## src/rtl/ball_step_integrator.sv

```systemverilog
// Per-ball position/velocity holder: on a step request integrates p += v*dt, applies friction
// decay with a stop threshold, then presents {p,v} to the downstream rectify stage.
module ball_step_integrator #(
    parameter int unsigned N           = 32,
    parameter int unsigned DT_SHIFT    = 4,
    parameter int unsigned FRIC_SHIFT  = 6,
    parameter int unsigned STOP_THRESH = 16
) (
    input  logic         clk,
    input  logic         rst,
    input  logic         load_valid,
    output logic         load_ready,
    input  logic [N-1:0] load_p_x,
    input  logic [N-1:0] load_p_y,
    input  logic [N-1:0] load_v_x,
    input  logic [N-1:0] load_v_y,
    input  logic         step_valid,
    output logic         step_ready,
    output logic         out_valid,
    input  logic         out_ready,
    output logic [N-1:0] p_x,
    output logic [N-1:0] p_y,
    output logic [N-1:0] v_x,
    output logic [N-1:0] v_y,
    output logic         moving
);

    typedef enum logic [1:0] {
        IDLE  = 2'd0,
        INTEG = 2'd1,
        FRIC  = 2'd2,
        OUT   = 2'd3
    } state_t;

    localparam logic signed [N-1:0] THRESH_POS = N'(STOP_THRESH);
    localparam logic signed [N-1:0] THRESH_NEG = -THRESH_POS;

    state_t state_q, state_d;

    logic signed [N-1:0] p_x_q, p_y_q, v_x_q, v_y_q;
    logic signed [N-1:0] p_x_d, p_y_d, v_x_d, v_y_d;
    logic signed [N-1:0] fric_x, fric_y;

    // State and ball registers; reset discards any step in flight.
    always_ff @(posedge clk) begin
        if (rst) begin
            state_q <= IDLE;
            p_x_q   <= '0;
            p_y_q   <= '0;
            v_x_q   <= '0;
            v_y_q   <= '0;
        end else begin
            state_q <= state_d;
            p_x_q   <= p_x_d;
            p_y_q   <= p_y_d;
            v_x_q   <= v_x_d;
            v_y_q   <= v_y_d;
        end
    end

    // Friction decay; arithmetic shift never reaches zero for small negatives, hence the threshold.
    always_comb begin
        fric_x = v_x_q - (v_x_q >>> FRIC_SHIFT);
        fric_y = v_y_q - (v_y_q >>> FRIC_SHIFT);
        if ((fric_x > THRESH_NEG) && (fric_x < THRESH_POS)) begin
            fric_x = '0;
        end
        if ((fric_y > THRESH_NEG) && (fric_y < THRESH_POS)) begin
            fric_y = '0;
        end
    end

    // Next-state and datapath update.
    always_comb begin
        state_d = state_q;
        p_x_d   = p_x_q;
        p_y_d   = p_y_q;
        v_x_d   = v_x_q;
        v_y_d   = v_y_q;
        unique case (state_q)
            IDLE: begin
                if (load_valid) begin
                    p_x_d = load_p_x;
                    p_y_d = load_p_y;
                    v_x_d = load_v_x;
                    v_y_d = load_v_y;
                end else if (step_valid) begin
                    state_d = INTEG;
                end
            end
            INTEG: begin
                p_x_d   = p_x_q + (v_x_q >>> DT_SHIFT);
                p_y_d   = p_y_q + (v_y_q >>> DT_SHIFT);
                state_d = FRIC;
            end
            FRIC: begin
                v_x_d   = fric_x;
                v_y_d   = fric_y;
                state_d = OUT;
            end
            OUT: begin
                if (out_ready) begin
                    state_d = IDLE;
                end
            end
            default: state_d = IDLE;
        endcase
    end

    assign load_ready = (state_q == IDLE);
    assign step_ready = (state_q == IDLE) && !load_valid;
    assign out_valid  = (state_q == OUT);

    assign p_x    = p_x_q;
    assign p_y    = p_y_q;
    assign v_x    = v_x_q;
    assign v_y    = v_y_q;
    assign moving = (v_x_q != '0) || (v_y_q != '0);

endmodule

```

## config.mk

```make
export PLATFORM = sky130hd
export DESIGN_NAME = ball_step_integrator
export DESIGN_NICKNAME = d
export VERILOG_FILES = /design/src/rtl/ball_step_integrator.sv
export SDC_FILE = /design/constraint.sdc
export NUM_CORES = 1
export LEC_CHECK = 0
export BUFFER_PORTS_ARGS = -buffer_cell sky130_fd_sc_hd__buf_2
export CORE_MARGIN = 5
export CORE_UTILIZATION = 45
export DETAILED_ROUTE_END_ITERATION = 8
export PLACE_DENSITY = 0.68
export SYNTH_ARGS = -nofsm -noshare
export SYNTH_HDL_FRONTEND = slang
export SYNTH_SLANG_ARGS = --single-unit
```

## constraint.sdc

```tcl
create_clock -name clk -period 13 [get_ports clk]
set_input_delay 1.3 -clock clk [delete_from_list [all_inputs] [get_ports clk]]
set_output_delay 1.3 -clock clk [all_outputs]
set_load 0.05 [all_outputs]
```

==> impl_metrics.env <==
export IMPL_outcome="finished, final reports clean"
export IMPL_clkTransAtPathRegs_ns=0.06
export IMPL_cp_end_kind="flop"
export IMPL_fmax_mhz=191.1
export IMPL_drc=0
export IMPL_drt_pre_antenna_iters=5
export IMPL_io_buffers=264
export IMPL_synth_cell_type_count=78
export IMPL_clock_sinks=130
export IMPL_dpl_cell_count=2314
export IMPL_vias_per_cell=6.271
export IMPL_crit_required_ns=13.27
export IMPL_critical_path_max_stage_delay_ns=1.11
export IMPL_rr_worst_depth=13
export IMPL_synth_edff_count=0
export IMPL_setup_violations_final=0
export IMPL_final_common_cell="buf_2"
export IMPL_fillers=2836
export IMPL_syn_area_mm2=0.01318
export IMPL_io_pins=265
export IMPL_antenna_found_initial=0
export IMPL_cts_resized=0
export IMPL_worst_hold_path_type="reg2reg"
export IMPL_syn_inst=1751
export IMPL_met3_usage_pct=6.294
export IMPL_cts_root_buf="clkbuf_16"
export IMPL_die_y_um=181.2
export IMPL_track_usage_pct=29.29
export IMPL_hold_path_depth=2
export IMPL_grt_busiest_layer="met2"
export IMPL_synth_ff_type="dfxtp_1"
export IMPL_grt_pass1_vias=13860
export IMPL_start_util_pct=45.80
export IMPL_slew_headroom_pct=8.867
export IMPL_cts_made_buffers=17
export IMPL_cp_slowest_cell="o311ai_0"
export IMPL_synth_async_reset_ratio_pct=0
export IMPL_ys_ff_latch=130
export IMPL_crit_type="reg2reg"
export IMPL_vias=14710
export IMPL_grt_pass1_wl_mm=78.05
export IMPL_htreeDepth=4
export IMPL_final_hold_viol_count=0
export IMPL_dp_hpwl_mm=39.74
export IMPL_clock_latency_ns=0.43
export IMPL_place_congestion=1.013
export IMPL_met2_usage_pct=43.57
export IMPL_met1_usage_pct=42.14
export IMPL_routed_wl_mm=50.82
export IMPL_rows=62
export IMPL_dieArea_mm2=0.03282
export IMPL_drv_cap=0
export IMPL_layout_drive_gt1_share_pct=16.97
export IMPL_yosysSeqAreaShare_pct=19.74
export IMPL_grt_max_degree=71
export IMPL_skew_ns=0.02010
export IMPL_period_needed_ns=5.232
export IMPL_grt_setup_unrepaired="no"
export IMPL_cp_top_family="compound AO/OA/AOI/OAI gates"
export IMPL_crit_chain="ha_1 > fa_1 > nor2b_4 > o31a_4 > o2111ai_4 > a21oi_1 > nor2_1 > o211ai_1 > nand3_1 > o311ai_0 > a41oi_4 > a221oi_1 > a211oi_1"
export IMPL_num_nets_final=2216
export IMPL_cp_start_kind="flop"
export IMPL_syn_avg_cell_area_um2=7.528
export IMPL_postCtsHoldBufs=0
export IMPL_fin_tns_setup_ns=0
export IMPL_drt_iter0_drc=1396
export IMPL_yosys_warnings=0
export IMPL_post_cts_buffers=0
export IMPL_crit_buf_inv=0
export IMPL_routedWlPerCell_um=21.66
export IMPL_worst_pin_slew_ns=1.350
export IMPL_clockBufferDepth=2
export IMPL_final_cell_mix="buf_2 (263), nor2_1 (185), a21oi_1 (150)"
export IMPL_cts_tree="done"
export IMPL_worst_path_stages=13
export IMPL_final_antenna_net_count=0
export IMPL_slew_viol_final=0
export IMPL_cp_max_fo=32
export IMPL_antennaDiodeCount=0
export IMPL_syn_nets=2018
export IMPL_fin_cells=2346
export IMPL_fp_coreArea_mm2=0.02878
export IMPL_syn_to_final_growth_pct=16.08
export IMPL_die_x_um=181.2
export IMPL_worstPathArrival_ns=5.50
export IMPL_fin_crit_sh_pct=40.25
export IMPL_overflow=0
[stage by stage]
stage | hold WS (ns) | util (%) | instance area (um2) | setup WS, ns
6_report | 0.5047 | 53.16 | 15300 | 7.768
4_1_cts | 0.5003 | 53.16 | 15300 | 7.897
2_1_floorplan | 0.5081 | - | 13180 | 8.467
3_5_place_dp | 0.4918 | 51.22 | 14740 | 7.964
3_3_place_gp | 0.4760 | 51.22 | 14740 | 8.019
5_1_grt | 0.5309 | 53.16 | 15300 | 7.470
[flip-flops by register name, summed over array words and instances, names as in the netlist]
signal	count
p_y	32
v_y	32
v_x	32
p_x	32
state_q	2
[cell usage after synthesis (43+ instances only)]
cell type	instances	area share, %
a21o_1	59	3.4
nand3_1	43	1.6
o21ai_0	59	2.2
a21oi_1	150	5.7
ha_1	130	12
a211oi_1	145	8.3
nor2_1	185	5.3
nand2_1	92	2.6
xnor2_1	56	3.7
mux2i_1	44	3.3
dfxtp_1	130	20
inv_1	103	2.9
nor3_1	52	2.0
clkbuf_1	89	2.5
[worst register-to-register path: stages (launching register included)]
cell and delay, ns:
dfxtp_1 0.43, ha_1 0.28, fa_1 0.46, nor2b_4 0.15, o31a_4 0.16, o2111ai_4 0.17
a21oi_1 0.36, nor2_1 0.15, o211ai_1 0.30, nand3_1 0.18, o311ai_0 1.11, a41oi_4 0.72
a221oi_1 0.55, a211oi_1 0.08
[layout make-up]
class	count	area (um2)	area share, %
Tap cell	384	480.5	3.140
Inverter	105	394.1	2.576
Timing Repair Buffer	275	1406	9.191
Sequential cell	130	2603	17.01
Clock inverter	15	133.9	0.8750
Clock buffer	17	425.4	2.780
Multi-Input combinational cell	1420	9858	64.43
[layer usage]
layer / vias to the layer above / wire, um
met5: - / 0
met4: 0 / 1720
met3: 105 / 4714
met2: 725 / 21210
met1: 6867 / 23180
li1: 7015 / -
[path summary, 6_finish.rpt]
kind	start	end	slack [ns]
min	p_x[27]$_SDFFE_PP0P_	p_x[27]$_SDFFE_PP0P_	0.50
max	v_x[6]$_SDFFE_PP0P_	v_x[28]$_SDFFE_PP0P_	7.77
max reg2reg	v_x[6]$_SDFFE_PP0P_	v_x[28]$_SDFFE_PP0P_	7.77
min reg2reg	p_x[27]$_SDFFE_PP0P_	p_x[27]$_SDFFE_PP0P_	0.50
[kinds of logic (layout without fill, tap and decap cells)]
group	count (synthesis)	count (layout)	synth area share, %
flops	130	130	19.74
buf+inv	201	412	5.752
fa+ha+maj	134	134	12.95
xor+xnor	81	81	5.382
simple gates	545	545	20.44
mux	46	46	3.512
compound gates	614	614	32.23
Power is not shown: default switching activity piles up to over one toggle a cycle in this logic, so the estimate is an artifact.
